===== src/rtl/sseg_scan_monitor_if.sv =====
`default_nettype none
// ============================================================================
//  Module   : sseg_scan_monitor_if
//  Purpose  : Bundles the multiplexed seven-segment display bus together
//             with the monitor's reconstructed digit words and status flags.
//  Signals  : AN[7:0]    anode enables, active-low, bit k = digit k
//             sseg[6:0]  segments a..g, active-low (sseg[0]=a)
//             DP         decimal point, active-low
//             clr_err    one-cycle pulse clearing the sticky flags
//             O0..O7     rebuilt digit words {en, hex[3:0], dp}
//             frame_done one-cycle pulse at the end of each window
//             seg_err    sticky non-hex segment pattern flag
//             anode_err  sticky multiple-anode flag
//  Modports : master = display side / bench, slave = monitor
//  Revision : 1.0  initial release
// ============================================================================
interface sseg_scan_monitor_if;
  logic [7:0] AN;
  logic [6:0] sseg;
  logic       DP;
  logic       clr_err;
  logic [5:0] O0, O1, O2, O3, O4, O5, O6, O7;
  logic       frame_done;
  logic       seg_err;
  logic       anode_err;

  modport master (
    output AN, sseg, DP, clr_err,
    input  O0, O1, O2, O3, O4, O5, O6, O7, frame_done, seg_err, anode_err
  );

  modport slave (
    input  AN, sseg, DP, clr_err,
    output O0, O1, O2, O3, O4, O5, O6, O7, frame_done, seg_err, anode_err
  );
endinterface
`default_nettype wire


===== src/rtl/sseg_scan_monitor.sv =====
`default_nettype none
// ============================================================================
//  Module   : sseg_scan_monitor
//  Purpose  : Watches an eight-digit multiplexed seven-segment bus and
//             rebuilds the eight {en, hex, dp} digit words that drove it.
//             A display slot is accepted only after it has been stable for
//             STABLE_CYCLES consecutive equal samples; digits not refreshed
//             within a FRAME_CYCLES window are reported as disabled.
//  Ports    : clk    system clock, rising edge
//             reset  asynchronous active-high reset
//             bus    sseg_scan_monitor_if.slave (display bus in, words out)
//  Revision : 1.0  initial release
// ============================================================================
module sseg_scan_monitor #(
  parameter int STABLE_CYCLES = 4,
  parameter int FRAME_CYCLES  = 833_328
) (
  input logic               clk,
  input logic               reset,
  sseg_scan_monitor_if.slave bus
);

  localparam int c_CNT_W = $clog2(STABLE_CYCLES + 1);
  localparam int c_FRM_W = (FRAME_CYCLES > 1) ? $clog2(FRAME_CYCLES) : 1;
  // {AN, sseg, DP} with every line inactive
  localparam logic [15:0] c_IDLE = 16'hFFFF;

  logic [15:0]        r_s1;
  logic [15:0]        r_s_prev;
  logic [c_CNT_W-1:0] r_cnt;
  logic [c_FRM_W-1:0] r_frm;
  logic [5:0]         r_dig [8];
  logic [7:0]         r_seen;
  logic               r_frame_done;
  logic               r_seg_err;
  logic               r_anode_err;

  logic       w_equal;
  logic       w_accept;
  logic       w_tc;
  logic [7:0] w_an;
  logic       w_one_low;
  logic       w_none_low;
  logic [2:0] w_idx;
  logic [3:0] w_hex;
  logic       w_hex_ok;
  logic       w_write;
  logic [7:0] w_wmask;
  logic [7:0] w_seen_eff;
  logic [5:0] w_word;

  assign w_equal  = (r_s1 == r_s_prev);
  // The counter saturates above STABLE_CYCLES-1, so this fires once per run.
  assign w_accept = w_equal && (r_cnt == c_CNT_W'(STABLE_CYCLES - 1));
  assign w_tc     = (r_frm == c_FRM_W'(FRAME_CYCLES - 1));

  assign w_an       = r_s1[15:8];
  assign w_one_low  = $onehot(~w_an);
  assign w_none_low = &w_an;

  always_comb begin
    w_idx = 3'd0;
    for (int k = 0; k < 8; k++) begin
      if (!w_an[k]) w_idx = 3'(k);
    end
  end

  // Active-low segment patterns, g..a
  always_comb begin
    w_hex    = 4'h0;
    w_hex_ok = 1'b1;
    case (r_s1[7:1])
      7'b1000000: w_hex = 4'h0;
      7'b1111001: w_hex = 4'h1;
      7'b0100100: w_hex = 4'h2;
      7'b0110000: w_hex = 4'h3;
      7'b0011001: w_hex = 4'h4;
      7'b0010010: w_hex = 4'h5;
      7'b0000010: w_hex = 4'h6;
      7'b1111000: w_hex = 4'h7;
      7'b0000000: w_hex = 4'h8;
      7'b0010000: w_hex = 4'h9;
      7'b0001000: w_hex = 4'hA;
      7'b0000011: w_hex = 4'hB;
      7'b1000110: w_hex = 4'hC;
      7'b0100001: w_hex = 4'hD;
      7'b0000110: w_hex = 4'hE;
      7'b0001110: w_hex = 4'hF;
      default:    w_hex_ok = 1'b0;
    endcase
  end

  assign w_write    = w_accept && w_one_low && w_hex_ok;
  assign w_wmask    = w_write ? (8'b1 << w_idx) : 8'h00;
  // A write on the terminal-count cycle still counts for the ending frame.
  assign w_seen_eff = r_seen | w_wmask;
  assign w_word     = {1'b1, w_hex, ~r_s1[0]};

  always_ff @(posedge clk or posedge reset) begin
    if (reset) begin
      r_s1         <= c_IDLE;
      r_s_prev     <= c_IDLE;
      r_cnt        <= '0;
      r_frm        <= '0;
      r_seen       <= 8'h00;
      r_frame_done <= 1'b0;
      r_seg_err    <= 1'b0;
      r_anode_err  <= 1'b0;
      for (int k = 0; k < 8; k++) r_dig[k] <= 6'b000000;
    end else begin
      r_s1     <= {bus.AN, bus.sseg, bus.DP};
      r_s_prev <= r_s1;

      if (!w_equal)
        r_cnt <= '0;
      else if (r_cnt != c_CNT_W'(STABLE_CYCLES))
        r_cnt <= r_cnt + c_CNT_W'(1);

      r_frm        <= w_tc ? '0 : r_frm + c_FRM_W'(1);
      r_frame_done <= w_tc;
      r_seen       <= w_tc ? 8'h00 : w_seen_eff;

      for (int k = 0; k < 8; k++) begin
        if (w_tc && !w_seen_eff[k])
          r_dig[k] <= 6'b000000;
        else if (w_wmask[k])
          r_dig[k] <= w_word;
      end

      // A new error outranks a coincident clear.
      if (w_accept && w_one_low && !w_hex_ok)
        r_seg_err <= 1'b1;
      else if (bus.clr_err)
        r_seg_err <= 1'b0;

      if (w_accept && !w_one_low && !w_none_low)
        r_anode_err <= 1'b1;
      else if (bus.clr_err)
        r_anode_err <= 1'b0;
    end
  end

  assign bus.O0         = r_dig[0];
  assign bus.O1         = r_dig[1];
  assign bus.O2         = r_dig[2];
  assign bus.O3         = r_dig[3];
  assign bus.O4         = r_dig[4];
  assign bus.O5         = r_dig[5];
  assign bus.O6         = r_dig[6];
  assign bus.O7         = r_dig[7];
  assign bus.frame_done = r_frame_done;
  assign bus.seg_err    = r_seg_err;
  assign bus.anode_err  = r_anode_err;

endmodule
`default_nettype wire


===== src/flat_wrapper.sv =====
// flat-port wrapper written by rule: the top's interface ports become plain ports
module sseg_scan_monitor_flat 
#(
  parameter int STABLE_CYCLES = 4,
  parameter int FRAME_CYCLES  = 833_328
)
  (clk, reset, bus_AN, bus_sseg, bus_DP, bus_clr_err, bus_O0, bus_O1, bus_O2, bus_O3, bus_O4, bus_O5, bus_O6, bus_O7, bus_frame_done, bus_seg_err, bus_anode_err);
  sseg_scan_monitor_if bus_i ();
  input logic clk;
  input logic reset;
  input wire logic [$bits(bus_i.AN)-1:0] bus_AN;
  input wire logic [$bits(bus_i.sseg)-1:0] bus_sseg;
  input wire logic [$bits(bus_i.DP)-1:0] bus_DP;
  input wire logic [$bits(bus_i.clr_err)-1:0] bus_clr_err;
  output wire logic [$bits(bus_i.O0)-1:0] bus_O0;
  output wire logic [$bits(bus_i.O1)-1:0] bus_O1;
  output wire logic [$bits(bus_i.O2)-1:0] bus_O2;
  output wire logic [$bits(bus_i.O3)-1:0] bus_O3;
  output wire logic [$bits(bus_i.O4)-1:0] bus_O4;
  output wire logic [$bits(bus_i.O5)-1:0] bus_O5;
  output wire logic [$bits(bus_i.O6)-1:0] bus_O6;
  output wire logic [$bits(bus_i.O7)-1:0] bus_O7;
  output wire logic [$bits(bus_i.frame_done)-1:0] bus_frame_done;
  output wire logic [$bits(bus_i.seg_err)-1:0] bus_seg_err;
  output wire logic [$bits(bus_i.anode_err)-1:0] bus_anode_err;
  assign bus_i.AN = bus_AN;
  assign bus_i.sseg = bus_sseg;
  assign bus_i.DP = bus_DP;
  assign bus_i.clr_err = bus_clr_err;
  assign bus_O0 = bus_i.O0;
  assign bus_O1 = bus_i.O1;
  assign bus_O2 = bus_i.O2;
  assign bus_O3 = bus_i.O3;
  assign bus_O4 = bus_i.O4;
  assign bus_O5 = bus_i.O5;
  assign bus_O6 = bus_i.O6;
  assign bus_O7 = bus_i.O7;
  assign bus_frame_done = bus_i.frame_done;
  assign bus_seg_err = bus_i.seg_err;
  assign bus_anode_err = bus_i.anode_err;
  sseg_scan_monitor #(.STABLE_CYCLES(STABLE_CYCLES), .FRAME_CYCLES(FRAME_CYCLES)) u_core (.clk(clk), .reset(reset), .bus(bus_i));
endmodule

===== config.mk =====
export PLATFORM = sky130hd
export DESIGN_NAME = sseg_scan_monitor_flat
export DESIGN_NICKNAME = d
export VERILOG_FILES = /design/src/rtl/sseg_scan_monitor_if.sv /design/src/rtl/sseg_scan_monitor.sv /design/src/flat_wrapper.sv
export SDC_FILE = /design/constraint.sdc
export NUM_CORES = 1
export LEC_CHECK = 0
export ABC_AREA = 1
export BUFFER_PORTS_ARGS = -buffer_cell sky130_fd_sc_hd__buf_2
export CORE_MARGIN = 3
export CORE_UTILIZATION = 25
export CTS_CLUSTER_SIZE = 16
export DETAILED_ROUTE_END_ITERATION = 16
export GPL_TIMING_DRIVEN = 0
export PLACE_DENSITY = 0.38
export SLEW_MARGIN = 20
export SYNTH_ARGS = -nofsm -noshare
export SYNTH_HDL_FRONTEND = slang
export SYNTH_SLANG_ARGS = --single-unit
export TNS_END_PERCENT = 10

===== constraint.sdc =====
create_clock -name clk -period 7.1 [get_ports clk]
set_clock_uncertainty 0.2 [all_clocks]
set_input_delay 0.355 -clock clk [delete_from_list [all_inputs] [get_ports clk]]
set_output_delay 0.355 -clock clk [all_outputs]
set_load 0.005 [all_outputs]

# Yosys cells after proc, flatten, opt, wreduce, memory -nomap -nowiden

Cells that the tools add are included.

Add/sub/neg operators: 9
Eq/ne operators: 21
Shift operators: 1
Mux-type cells: 33
Bitwise logic cells: 3
Reductions and logical operators: 38

Operator list:

| cell                    | number |
|---|---|
| $mux W6                 | 16 |
| $pmux W4 S15            | 1 |
| $eq A7 B7 Y1 const B    | 4 |
| $eq A7 B5 Y1 const B    | 3 |
| $eq A7 B6 Y1 const B    | 3 |
| $add A20 B1 Y20 const B | 1 |
| $eq A20 B20 Y1 const B  | 1 |
| $mux W20                | 1 |
| $reduce_bool A2 Y1      | 10 |
| $mux W3                 | 6 |
| $eq A16 B16 Y1          | 1 |
| $mux W8                 | 2 |
| $reduce_or A16 Y1       | 1 |
| $eq A7 B2 Y1 const B    | 2 |
| $eq A7 B4 Y1 const B    | 2 |
| $logic_and A1 B1 Y1     | 14 |
| $add A4 B4 Y4           | 3 |
| $logic_not A1 Y1        | 11 |
| $add A1 B1 Y2           | 4 |
| $not A8 Y8              | 1 |
| $or A8 B8 Y8            | 1 |
| $reduce_and A8 Y1       | 1 |
| $shl A1 B3 Y8 const A   | 1 |
| $eq A7 B3 Y1 const B    | 1 |
| 9 further kinds         | 14 |

Bits in registers: 114
Input bits: 19
Output and inout port bits: 51
Logic and storage cells: 121

# Logic depth before layout (Yosys ltp)

Gate-level depths: netlist of run 1.

Word-level depth: 13
Depth in mapped cells: 15
Mapped depth without buffers: 14

# Worst setup path before layout of run 1

Ideal clock, no wire load.

Path type: reg-to-reg
Start point: reg u_core.r_s1[14]
End point: reg u_core.r_dig (netlist bit u_core.bus.O6[2])
Arrival time: 3.415 ns
Required time: 6.833 ns
Setup slack: 3.418 ns
Stages on the path, launching flop included: 16
Buffers on the path: 2
Period minus slack after synthesis: 3.682 ns
Cells stage by stage: dfstp_2 > inv_2 > ha_1 > fa_1 > inv_1 > fa_1 > inv_1 > ha_1 > fa_1 > nor2_1 > nand3b_1 > nor2_4 > buf_8 > buf_6 > nand4_1 > nand2_1

Cells in the longest elaborated chain, start to end: 12
Elaborated cells between the ends (all ways): 18
Those cells by class: add/sub (3); eq/ne (2); shift (1); mux (4); bitwise (2); reduce/logical (6)

Ends and longest elaborated chain:

| element                                              | line                     | RTL |
|---|---|---|
| start, declared                                      | sseg_scan_monitor.sv:28  | `logic [15:0] r_s1;` |
| start signal, assigned                               | sseg_scan_monitor.sv:101 | `r_s1 <= c_IDLE;` |
| start signal, assigned                               | sseg_scan_monitor.sv:111 | `r_s1 <= {bus.AN, bus.sseg, bus.DP};` |
| $not A8 Y8                                           | sseg_scan_monitor.sv:58  | `assign w_one_low = $onehot(~w_an);` |
| $add A1 B1 Y2 (not written as such)                  | sseg_scan_monitor.sv:58  |  |
| $add A4 B4 Y4 (not written as such) (2 in a row)     | sseg_scan_monitor.sv:58  |  |
| $eq A4 B1 Y1                                         | sseg_scan_monitor.sv:58  |  |
| $logic_and A1 B1 Y1 (2 in a row)                     | sseg_scan_monitor.sv:93  | `assign w_write = w_accept && w_one_low && w_hex_ok;` |
| $mux W8 *                                            | sseg_scan_monitor.sv:94  | `assign w_wmask = w_write ? (8'b1 << w_idx) : 8'h00;` |
| $or A8 B8 Y8                                         | sseg_scan_monitor.sv:96  | `assign w_seen_eff = r_seen \| w_wmask;` |
| $logic_not A1 Y1                                     | sseg_scan_monitor.sv:124 | `if (w_tc && !w_seen_eff[k])` |
| $logic_and A1 B1 Y1                                  | sseg_scan_monitor.sv:124 |  |
| $mux W6 / $reduce_bool A2 Y1 (equally long branches) | -                        |  |
| end signal, assigned by index                        | sseg_scan_monitor.sv:127 | `r_dig[k] <= w_word;` |
| end, declared                                        | sseg_scan_monitor.sv:32  | `logic [5:0] r_dig [8];` |

Mark *: on every way between the ends. The rest lies on a longest branch, timed or not.
A chain may end at the register's enable or synchronous reset.

# Worst setup path in the final report of run 1

Start point: reg u_core.r_s1[15]
End point: reg u_core.r_dig (netlist bit u_core.bus.O4[1])

The elaborated chain is that of the path after synthesis.

==> reports/results.txt, run 1 <==
DRT antenna net count - 0
Shortest period the worst path allows - 4000 ps
Most frequent CP cell - fa_1
Pwr Density - 243 nW/um2
IO Count - 70
Comb power frac - 5.9%
HP Class - register to register
Gr usage total - 12.5%
Crit path DAT - 4150 ps
Synth Area in Simple Gates - 31.5%
Commonest non-fill, non-tap cells in the layout - nand2_1, dfrtp_1, buf_2, inv_1, nand3_1
Dominant cell type by area after synthesis - dfrtp_1
Critical-path top delay cell - dfstp_2
Die Wd - 155 um
Sink Count - 114
Post-CTS Hold Buffers - 18
Register clock-pin slew on the reported worst setup and hold paths - 60 ps
Worst Path Required - 7250 ps
Mapped Avg Cell Area - 8.87 um2
CP Launch Type - register
Seq/Total Area, Yosys - 52.3%
Synthesis-stage register bit count - 114
Post-route setup TNS - 0 ps
Final net count - 767
Post-synth top area share - 37.1%
H-tree depth - 4
First-pass GRT wire length - 23700 um
Largest net degree at the start of global routing - 69
Number of global-route vias before repair - 4516
Core area - 21400 um2
Slew headroom - 57.9%
Total grt overflow - 0
Iter 0 DRT Violations - 228
WS Path Type - register to register
Switching share of power - 22.0%
Flop pwr share - 39.4%
Die area - 23900 um2
Status - finished clean
Port-buffer cells - 69
Compound-cell area share of the yosys netlist - 2.24%
RSZ-0062 raised after global routing - false
Total wire length - 14200 um
Peak Freq - 250 MHz
Ratio of final minimum period to clock period - 56.3%
Crit-path max FO - 10
Ys Warns - 0
Mux contribution to synthesized area - 0%
Post-DP HPWL - 10400 um
Synth top area cells - dfrtp_1, dfstp_2, nand2_1
ANT cells - 0
Main combinational cell family by area after synthesis - simple AND/OR/NAND/NOR gates
Total of max-cap violations - 0
Placed Area - 6250 um2
Final non-filler cell area - 7070 um2
Worst skew pair latency - 410 ps
Final setup fails - 0
DRT Pass-1 Iters - 5
VDD IR-drop max - 0.000141 V
Commonest non-fill, non-tap cell in the layout - nand2_1
Slew Limit Fails - 0
Root Buffer - clkbuf_16
Via density - 4.45
WHS - 171 ps
Worst slew pin tran - 629 ps
Routability congestion estimate - 0.804
Layout cells sized above 1 - 23.6%
FP Rows - 53
Setup bufs post-CTS - 0
Initial Util - 25.9%
Synth cell types - 32
Mapped Nets - 660
DRC violations left - 0
CP cell instances - inv_2, ha_1, fa_1, inv_1, fa_1, inv_1, ha_1, fa_1, nor2_1, nand3b_1, nor2_4, buf_8, buf_6, nand4_1, nand2_1
Leak pwr - 3.72 nW
Via count - 4535
TritonCTS clock tree - yes
Synth Area in XOR/XNOR - 1.90%
Mapped Cells - 623
Crit end category - register
Hold Fails Final Rpt - 0
Slowest stage delay, CP - 610 ps
WL per Instance - 13.9 um
Adder-cell share of the synthesized area - 4.62%
Clock network power share - 54.7%
P_int - 1.34 mW
CTS buffer count - 17
Synthesized cell area - 5530 um2
Die height - 155 um
Overall power - 1.72 mW
CTS Buffer Depth - 2
Synthesis-to-finish area growth - 28.0%
Resized Gates After CTS - 0
Initial antenna violation count - 0
Psw - 0.379 mW
==> cell type report <==
| class | count | area, um2 |
|---|---|---|
| timing repair buffer | 88 | 553 |
| multi-input combinational | 416 | 2220 |
| clock buffer | 22 | 464 |
| fill | 2221 | 14300 |
| sequential | 114 | 2890 |
| tap | 275 | 344 |
| inverter | 80 | 305 |
| buffer | 13 | 111 |
| clock inverter | 10 | 179 |
==> critical path, delay by kind of cell (launching register included) <==
family / cells / cell delay, ps
buffers and inverters: 5 / 530
DFF: 1 / 610
adders and majority gates: 5 / 1900
and+or+nand+nor: 5 / 690
==> per-layer routing <==
| layer | up-vias | global-route usage (%) | wire, um | part of all wire (%) |
|---|---|---|---|---|
| met2 | 104 | 19.8 | 6550 | 46 |
| met3 | 17 | 2.99 | 596 | 4.2 |
| met4 | 0 | 4.58 | 209 | 1.5 |
| li1 | 2265 | - | - | - |
| met5 | - | 0 | 0 | 0 |
| met1 | 2149 | 16.7 | 6820 | 48 |
==> registers in the layout, indices dropped and copies added, names as in the netlist, 6 cells and up <==
signal / cells
u_core.bus.O1: 6
u_core.bus.O2: 6
u_core.bus.O4: 6
u_core.r_s1: 16
u_core.r_seen: 8
u_core.bus.O5: 6
u_core.bus.O3: 6
u_core.r_s_prev: 16
u_core.bus.O6: 6
u_core.bus.O0: 6
u_core.bus.O7: 6
u_core.r_frm: 20
==> power groups by stage <==
stage / clock network (mW) / logic, mW / registers [mW]
3_5_place_dp: 0 / 0.0968 / 0.689
6_report: 0.941 / 0.101 / 0.678
5_1_grt: 1.00 / 0.118 / 0.680
4_1_cts: 0.969 / 0.105 / 0.678
2_1_floorplan: 0 / 0.0650 / 0.686
3_3_place_gp: 0 / 0.0912 / 0.689
==> cells by family (layout without fill, tap and decap cells) <==
family	Yosys count	after routing
XOR/XNOR	12	12
buffers and inverters	93	213
AND/OR/NAND/NOR	362	362
flip-flops	114	114
AO/OA/AOI/OAI	24	24
adder cells (fa/ha/maj)	18	18
==> path summary, 6_finish.rpt <==
check / to / slack, ps / from / cells after the start
max: u_core.bus.O4[1] / 3100 / u_core.r_s1[15] / 15
min: u_core.r_s_prev[0] / 170 / u_core.r_s1[0] / 0
max reg2reg: u_core.bus.O4[1] / 3100 / u_core.r_s1[15] / 15
min reg2reg: u_core.r_s_prev[0] / 170 / u_core.r_s1[0] / 0
max in group asynchronous: u_core.r_s_prev[15] / 5640 / reset / 4
min in group asynchronous: u_core.r_frm[1] / 320 / reset / 3
==> per-stage QoR <==
step                      setup WS, ps  util, %  cells
final                             3100     33.1   1018
after global routing              2850     33.1   1018
after CTS                         3030     33.1   1018
after detailed placement          3040     29.3    968
after global placement            1990     29.1    967
after floorplan                   3420        -    623
==> Yosys cell counts <==
| master | count |
|---|---|
| nand2_1 | 169 |
| dfrtp_1 | 82 |
| inv_1 | 64 |
| nand3_1 | 62 |
| nand4_1 | 50 |
| nor2_1 | 45 |
| dfstp_2 | 32 |
| a21oi_1 | 17 |
| inv_2 | 16 |
| ha_1 | 14 |
| nor3_1 | 10 |
| xor2_1 | 10 |
| nand3_4 | 6 |
| nor4_1 | 5 |
| buf_2 | 4 |
| buf_6 | 4 |
| fa_1 | 4 |
| nand3_2 | 4 |
| nor2_2 | 4 |
| o21ai_0 | 4 |
| clkbuf_1 | 3 |
| nor3_2 | 3 |
| xnor2_1 | 2 |
| a21o_1 | 1 |
| and3_1 | 1 |
| buf_12 | 1 |
| buf_8 | 1 |
| nand3b_1 | 1 |
| nor2_4 | 1 |
| o21ai_1 | 1 |
| o22ai_1 | 1 |
| or2_2 | 1 |
Note: power is estimated with default switching activity, not from simulation.
==> run 2, diff against run 1 <==
--- a/config.mk
+++ b/config.mk
@@ -12,7 +12,7 @@
 export CTS_CLUSTER_SIZE = 16
 export DETAILED_ROUTE_END_ITERATION = 16
 export GPL_TIMING_DRIVEN = 0
-export PLACE_DENSITY = 0.38
+export PLACE_DENSITY = 0.39
 export SLEW_MARGIN = 20
 export SYNTH_ARGS = -nofsm -noshare
 export SYNTH_HDL_FRONTEND = slang
==> constraint.sdc (replaced) <==
create_clock -name clk -period 3.45 [get_ports clk]
set_clock_uncertainty 0.2 [all_clocks]
set_input_delay 0.1725 -clock clk [delete_from_list [all_inputs] [get_ports clk]]
set_output_delay 0.1725 -clock clk [all_outputs]
set_load 0.005 [all_outputs]
==> run 2 against run 1 <==
  * The flow now finishes with violations (setup timing)
  * Clock power up 76%
  * Combinational power up 120%
  * Design area up 1.9%
  * Count of clock-buffer cells in the layout down 1
  * Register-to-register slack worse by 3400 ps
  * Via count up 0.44%
  * Critical path depth unchanged
  * Sequential share of layout area down 0.75 points
  * Hold slack better by 6.0 ps
  * Power up 90%
  * Global-route usage up 0.078 points
  * First-iteration DRC count up 5.7%
  * Critical path type unchanged
==> reports/results.txt, run 2 (synthesis gave the netlist of run 1 again) <==
Largest net degree at the start of global routing - 59 (-14%)
Gr usage total - 12.6% (+0.078 points)
Largest register FFs - 20 (unchanged)
Placed cell count - 968 (unchanged)
Post-route setup TNS - -12430 ps (-12430 ps)
FP Rows - 53 (unchanged)
Via count - 4555 (+0.44%)
ANT cells - 0 (unchanged)
Total grt overflow - 0 (unchanged)
Register clock-pin slew on the reported worst setup and hold paths - 60 ps (about the same)
Sink Count - 114 (unchanged)
Core area - 21400 um2 (unchanged)
Ratio of final minimum period to clock period - 108% (+52 points)
P_int - 2.49 mW (+86%)
HP Class - input port to async pin
Most flops, register - u_core.r_frm
Iter 0 DRT Violations - 241 (+5.7%)
Final net count - 777 (+1.3%)
Number of global-route vias before repair - 4628 (+2.5%)
WHS - 177 ps (+5.97 ps)
DRT antenna net count - 0 (unchanged)
Commonest non-fill, non-tap cell in the layout - nand2_1
Failing checks - setup timing
Root Buffer - clkbuf_16
CTS buffer count - 17 (unchanged)
DRT Pass-1 Iters - 4 (-1)
WS Path Type - register to register
Leak pwr - 3.75 nW (+0.67%)
Pre-CTS setup slack - -456 ps (-3500 ps)
Total wire length - 14400 um (+1.2%)
VDD IR-drop max - 0.000351 V (+150%)
First-pass GRT wire length - 23900 um (+0.84%)
IO Count - 70 (unchanged)
Top flop regs - u_core.r_frm (20), u_core.r_s1 (16), u_core.r_s_prev (16)
Post-DP HPWL - 10500 um (+1.0%)
Crit-path max FO - 10 (unchanged)
DRC violations left - 0 (unchanged)
Pwr Density - 455 nW/um2 (+87%)
Via density - 4.44 (-0.44%)
Worst slew pin tran - 616 ps (-12.8 ps)
Die area - 23900 um2 (unchanged)
Layout cells sized above 1 - 27.1% (+3.6 points)
Final setup fails - 57 (+57)
Initial antenna violation count - 0 (unchanged)
Worst Path Required - 3600 ps (-3650 ps)
Psw - 0.784 mW (+110%)
TritonCTS clock tree - yes
Clock network power share - 50.6% (-4.1 points)
Flop pwr share - 42.5% (+3.1 points)
Total of max-cap violations - 0 (unchanged)
Commonest non-fill, non-tap cells in the layout - nand2_1, dfrtp_1, buf_2, inv_1, nand3_1
Routability congestion estimate - 0.776 (-3.4%)
Crit end category - register
CP Launch Type - register
CTS Buffer Depth - 2 (unchanged)
Hold Fails Final Rpt - 0 (unchanged)
Comb power frac - 6.9% (+1.0 points)
Crit path DAT - 3880 ps (-270 ps)
WL per Instance - 14.0 um (+0.36%)
Switching share of power - 23.9% (+1.9 points)
Overall power - 3.28 mW (+90%)
Post-route non-filler standard cell count - 1027 (+0.88%)
Die Wd - 155 um (unchanged)
Initial Util - 25.9% (unchanged)
Slew Limit Fails - 0 (unchanged)
Status - complete, but fails checks
RSZ-0062 raised after global routing - true
H-tree depth - 4 (unchanged)
Die height - 155 um (unchanged)
Peak Freq - 268 MHz (+7.4%)
Worst setup margin - -275 ps (-3380 ps)
Synthesis-to-finish area growth - 30.4%
Slew headroom - 58.8% (+0.85 points)
Shortest period the worst path allows - 3730 ps (-275 ps)
Worst skew pair latency - 410 ps (about the same)
Port-buffer cells - 69 (unchanged)
==> run 2: through the flow <==
| step | util, % | area, um2 |
|---|---|---|
| 2_1_floorplan | - | 5600 |
| 3_3_place_gp | 29.5 | 6290 |
| 3_5_place_dp | 29.6 | 6320 |
| 4_1_cts | 33.6 | 7180 |
| 5_1_grt | 33.7 | 7210 |
| 6_report | 33.7 | 7210 |
==> run 2: power by group through the flow <==
| stage | clock network [mW] | registers, mW | logic [mW] |
|---|---|---|---|
| 4_1_cts | 1.71 | 1.39 | 0.231 |
| 2_1_floorplan | 0 | 1.41 | 0.140 |
| 6_report | 1.66 | 1.39 | 0.226 |
| 3_5_place_dp | 0 | 1.42 | 0.203 |
| 3_3_place_gp | 0 | 1.42 | 0.192 |
| 5_1_grt | 1.77 | 1.40 | 0.258 |
==> run 2: critical path, cell delays in order (launching register included) <==
cell and delay [ps]:
dfstp_2 530, inv_2 50, ha_4 160, fa_1 540, inv_1 50, fa_1 480
inv_1 40, ha_2 160, fa_1 430, nor2_1 90, nand3b_1 150, nor2_4 250
buf_12 170, buf_8 120, nand4_1 130, nand2_1 100
==> run 2: area by class of cell <==
cell class              count  area, um2
clock inverters            10       85.1
well taps                 275        344
repair buffers             98        652
flip-flops and latches    114       2890
inverters                  80        305
plain buffers              13        124
clock buffers              21        470
fillers                  2249      14100
multi-input cells         416       2330
==> run 2: path summary, 6_finish.rpt <==
| check | startpoint | endpoint | slack, ps | cells after the start |
|---|---|---|---|---|
| worst min register to register | u_core.r_s1[0] | u_core.r_s_prev[0] | 180 | 0 |
| worst max-delay path | u_core.r_s1[10] | u_core.bus.O4[0] | -280 | 15 |
| max in group asynchronous | reset | u_core.r_s_prev[5] | 2210 | 4 |
| min in group clk | u_core.r_s1[0] | u_core.r_s_prev[0] | 180 | 0 |
| worst min-delay path | reset | u_core.bus.seg_err | 180 | 3 |
| worst max register to register | u_core.r_s1[10] | u_core.bus.O4[0] | -280 | 15 |
==> run 2: layer usage <==
layer	GRT usage, %	vias up	wire length, um
met1	16.0	2155	6830
met3	3.19	20	526
met5	0	-	0
met4	4.63	0	294
li1	-	2288	-
met2	20.7	92	6710
==> run 2: what timing repair did <==
item,CTS,global route
buffers inserted,8,1
pin swaps,12,8
gates cloned,1,0
gates resized for setup,8,3
setup endpoints to repair,57,57
endpoints found under the hold margin,71,0
hold buffers,18,0
==> run 3, diff against run 2 <==
--- a/config.mk
+++ b/config.mk
@@ -5,7 +5,6 @@
 export SDC_FILE = /design/constraint.sdc
 export NUM_CORES = 1
 export LEC_CHECK = 0
-export ABC_AREA = 1
 export BUFFER_PORTS_ARGS = -buffer_cell sky130_fd_sc_hd__buf_2
 export CORE_MARGIN = 3
 export CORE_UTILIZATION = 25
==> run 3 against run 2 <==
  * Highest routed layer unchanged
  * Die area down 4.4%
  * Flip-flop and latch count unchanged
  * Fmax down 19%
  * Largest cell class unchanged
  * Synthesized area down 4.6%
  * First-iteration DRC count down 23%
  * Combinational power up 2%
  * The run still ends with setup timing left
  * Sequential power about the same
  * Design area down 1.9%
  * Register-to-register slack worse by 850 ps
  * Global-route usage up 0.16 points
  * Sequential share of layout area up 0.78 points
  * Critical endpoint is now u_core.bus.O5[1]
  * Critical path type unchanged
==> reports/results.txt, run 3 <==
Status - complete, but fails checks
Failing checks - setup timing
DRC violations left - 0 (unchanged)
WL per Instance - 15.6 um (+12%)
ANT cells - 0 (unchanged)
Commonest non-fill, non-tap cell in the layout - dfrtp_1
Layout cells sized above 1 - 33.1% (+6.0 points)
RSZ-0062 raised after global routing - true
Ys async rst share - 100% (unchanged)
Synthesis-to-finish area growth - 34.1%
Shortest period the worst path allows - 4570 ps (+847 ps)
Total wire length - 13700 um (-4.8%)
Final setup fails - 58 (+1.8%)
Final non-filler cell area - 7070 um2 (-1.9%)
CP cell instances - inv_2, ha_4, fa_1, inv_2, fa_1, inv_1, ha_2, fa_1, nor4b_4, nand2_2, or4_4, or4_4, mux2i_1
Commonest non-fill, non-tap cells in the layout - dfrtp_1, buf_2, o21ai_0, mux2i_1, dfstp_2
Largest register FFs - 20 (unchanged)
First-pass GRT wire length - 22100 um (-7.5%)
Worst slew pin tran - 1070 ps (+455 ps)
Die height - 151 um (-2.2%)
Post-DP HPWL - 9060 um (-13%)
Top flop regs - u_core.r_frm (20), u_core.r_s1 (16), u_core.r_s_prev (16)
CTS buffer count - 17 (unchanged)
Die area - 22900 um2 (-4.4%)
Register clock-pin slew on the reported worst setup and hold paths - 60 ps (about the same)
Ys Warns - 0 (unchanged)
Core area - 20500 um2 (-4.0%)
Peak Freq - 219 MHz (-19%)
Seq/Total Area, Yosys - 54.9% (+2.5 points)
Placed Area - 6020 um2 (-4.7%)
Synthesized cell area - 5270 um2 (-4.6%)
Worst setup margin - -1120 ps (-847 ps)
Crit end category - register
Via density - 4.51 (+1.6%)
Initial Util - 25.7% (-0.16 points)
Largest net degree at the start of global routing - 72 (+22%)
Critical-path top delay cell - dfstp_2
IO Count - 70 (unchanged)
Port-buffer cells - 69 (unchanged)
Gr usage total - 12.8% (+0.16 points)
FP Rows - 52 (-1.9%)
Crit-path max FO - 7 (-3)
Mapped Cells - 462 (-26%)
Post-synth EDFFs - 0 (unchanged)
Synth cell types - 55 (+72%)
DRT antenna net count - 0 (unchanged)
Synth cell count leaders - dfrtp_1, o21ai_0, mux2i_1, dfstp_2
Most frequent cell after synthesis - dfrtp_1
Leak pwr - 3.39 nW (-9.6%)
VDD IR-drop max - 0.000326 V (-7.3%)
Slew headroom - 28.0% (-31 points)
Final net count - 628 (-19%)
Post-synth top area share - 38.9% (+1.8 points)
Die Wd - 151 um (-2.2%)
CP Launch Type - register
Most flops, register - u_core.r_frm
Worst skew pair latency - 410 ps (about the same)
DRT Pass-1 Iters - 4 (unchanged)
Iter 0 DRT Violations - 186 (-23%)
CTS Buffer Depth - 2 (unchanged)
HP Class - input port to async pin
Placed cell count - 802 (-17%)
Routability congestion estimate - 0.749 (-3.4%)
Synth top area cells - dfrtp_1, dfstp_2, mux2i_1
Total grt overflow - 0 (unchanged)
Slew Limit Fails - 0 (unchanged)
Ratio of final minimum period to clock period - 133% (+25 points)
Crit path DAT - 4630 ps (+750 ps)
Top FF cell, synth - dfrtp_1
Pre-CTS setup slack - -1360 ps (-904 ps)
H-tree depth - 4 (unchanged)
Pwr Density - 475 nW/um2 (+4.4%)
Root Buffer - clkbuf_16
Via count - 3940 (-14%)
Sink Count - 114 (unchanged)
Number of global-route vias before repair - 4024 (-13%)
Synthesis-stage register bit count - 114 (unchanged)
Hold Fails Final Rpt - 0 (unchanged)
WS Path Type - register to register
Most frequent CP cell - fa_1
Initial antenna violation count - 0 (unchanged)
Total of max-cap violations - 0 (unchanged)
Worst Path Required - 3500 ps (-100 ps)
Post-route non-filler standard cell count - 874 (-15%)
Dominant cell type by area after synthesis - dfrtp_1
Mapped Avg Cell Area - 11.4 um2 (+29%)
Slowest stage delay, CP - 560 ps (+20 ps)
Mapped Nets - 499 (-24%)
TritonCTS clock tree - yes
-- run 3: cell count changes after synthesis, moves of 5 or more --
| cell | delta |
|---|---|
| nand3_1 | -49 |
| nand2_1 | -140 |
| nor2_1 | -25 |
| nand3_4 | -6 |
| clkbuf_1 | +5 |
| o21ai_0 | +46 |
| xor2_1 | +16 |
| inv_2 | -16 |
| nand4_1 | -45 |
| a21oi_1 | -5 |
| xnor2_1 | +7 |
| inv_1 | -35 |
| mux2i_1 | +40 |
-- run 3: path summary, 6_finish.rpt --
path	start	slack, ps	to	cells past startpoint
max	u_core.r_s1[12]	-1120	u_core.bus.O5[1]	13
min reg2reg	u_core.r_s1[0]	160	u_core.r_s_prev[0]	0
max in group asynchronous	reset	2180	u_core.r_s_prev[9]	4
min in group clk	u_core.r_s1[0]	160	u_core.r_s_prev[0]	0
min	reset	120	u_core.r_seen[1]	3
max reg2reg	u_core.r_s1[12]	-1120	u_core.bus.O5[1]	13
-- run 3: final cells by class --
type,count,area [um2]
Timing Repair Buffer,113,787
Clock buffer,17,425
Multi-Input combinational cell,297,2250
Fill cell,2068,13400
Tap cell,270,338
Inverter,29,114
Sequential cell,114,2890
Clock inverter,15,158
Buffer,19,105
-- run 3: per-layer routing --
layer	wire [um]	share of wire [%]	vias to the layer above	global-route usage [%]
met5	0	0	-	0
met4	244	1.8	0	4.76
met3	570	4.2	19	3.35
met2	6450	47	94	20.3
met1	6410	47	1954	16.6
li1	-	-	1873	-
-- run 3: kinds of logic after synthesis --
| family | after synthesis | synth area share, % |
|---|---|---|
| adder cells (fa/ha/maj) | 18 | 4.84 |
| buffers and inverters | 51 | 4.44 |
| AO/OA/AOI/OAI | 81 | 8.71 |
| flip-flops | 114 | 54.9 |
| multiplexers | 40 | 7.59 |
| AND/OR/NAND/NOR | 123 | 13.7 |
| XOR/XNOR | 35 | 5.81 |
-- run 3: critical path, delay by kind of cell, from the launching register on --
family,cells,cell delay [ps]
fa+ha+maj,5,1820
simple gates,4,1540
flops,1,560
mux,1,150
buf+inv,3,140
-- run 3: through the flow --
stage                     utilization [%]  hold slack (ps)  total power, mW  TNS [ps]
after floorplan                         -            -23.0             1.53    -41140
final                                34.5              123             3.36    -53780
after global routing                 34.5              150             3.52    -64410
after CTS                            34.0              129             3.42    -59070
after global placement               29.2             77.1             1.59   -179680
after detailed placement             29.4             20.1             1.59    -67200
-- run 3: what timing repair did --
action	CTS	global route
cloned	0	0
resized for setup	16	13
setup buffers	22	10
setup endpoints to repair	58	58
hold endpoints to repair	62	0
hold buffers	18	0
pin swaps	16	7
-- run 3: where the power goes --
part	total [mW]	switching (mW)	leakage, nW	internal (mW)
combinational	0.231	0.129	1.64	0.102
clock	1.74	0.670	0.276	1.07
sequential	1.39	0.0164	1.47	1.37
total	3.36	0.815	3.39	2.54
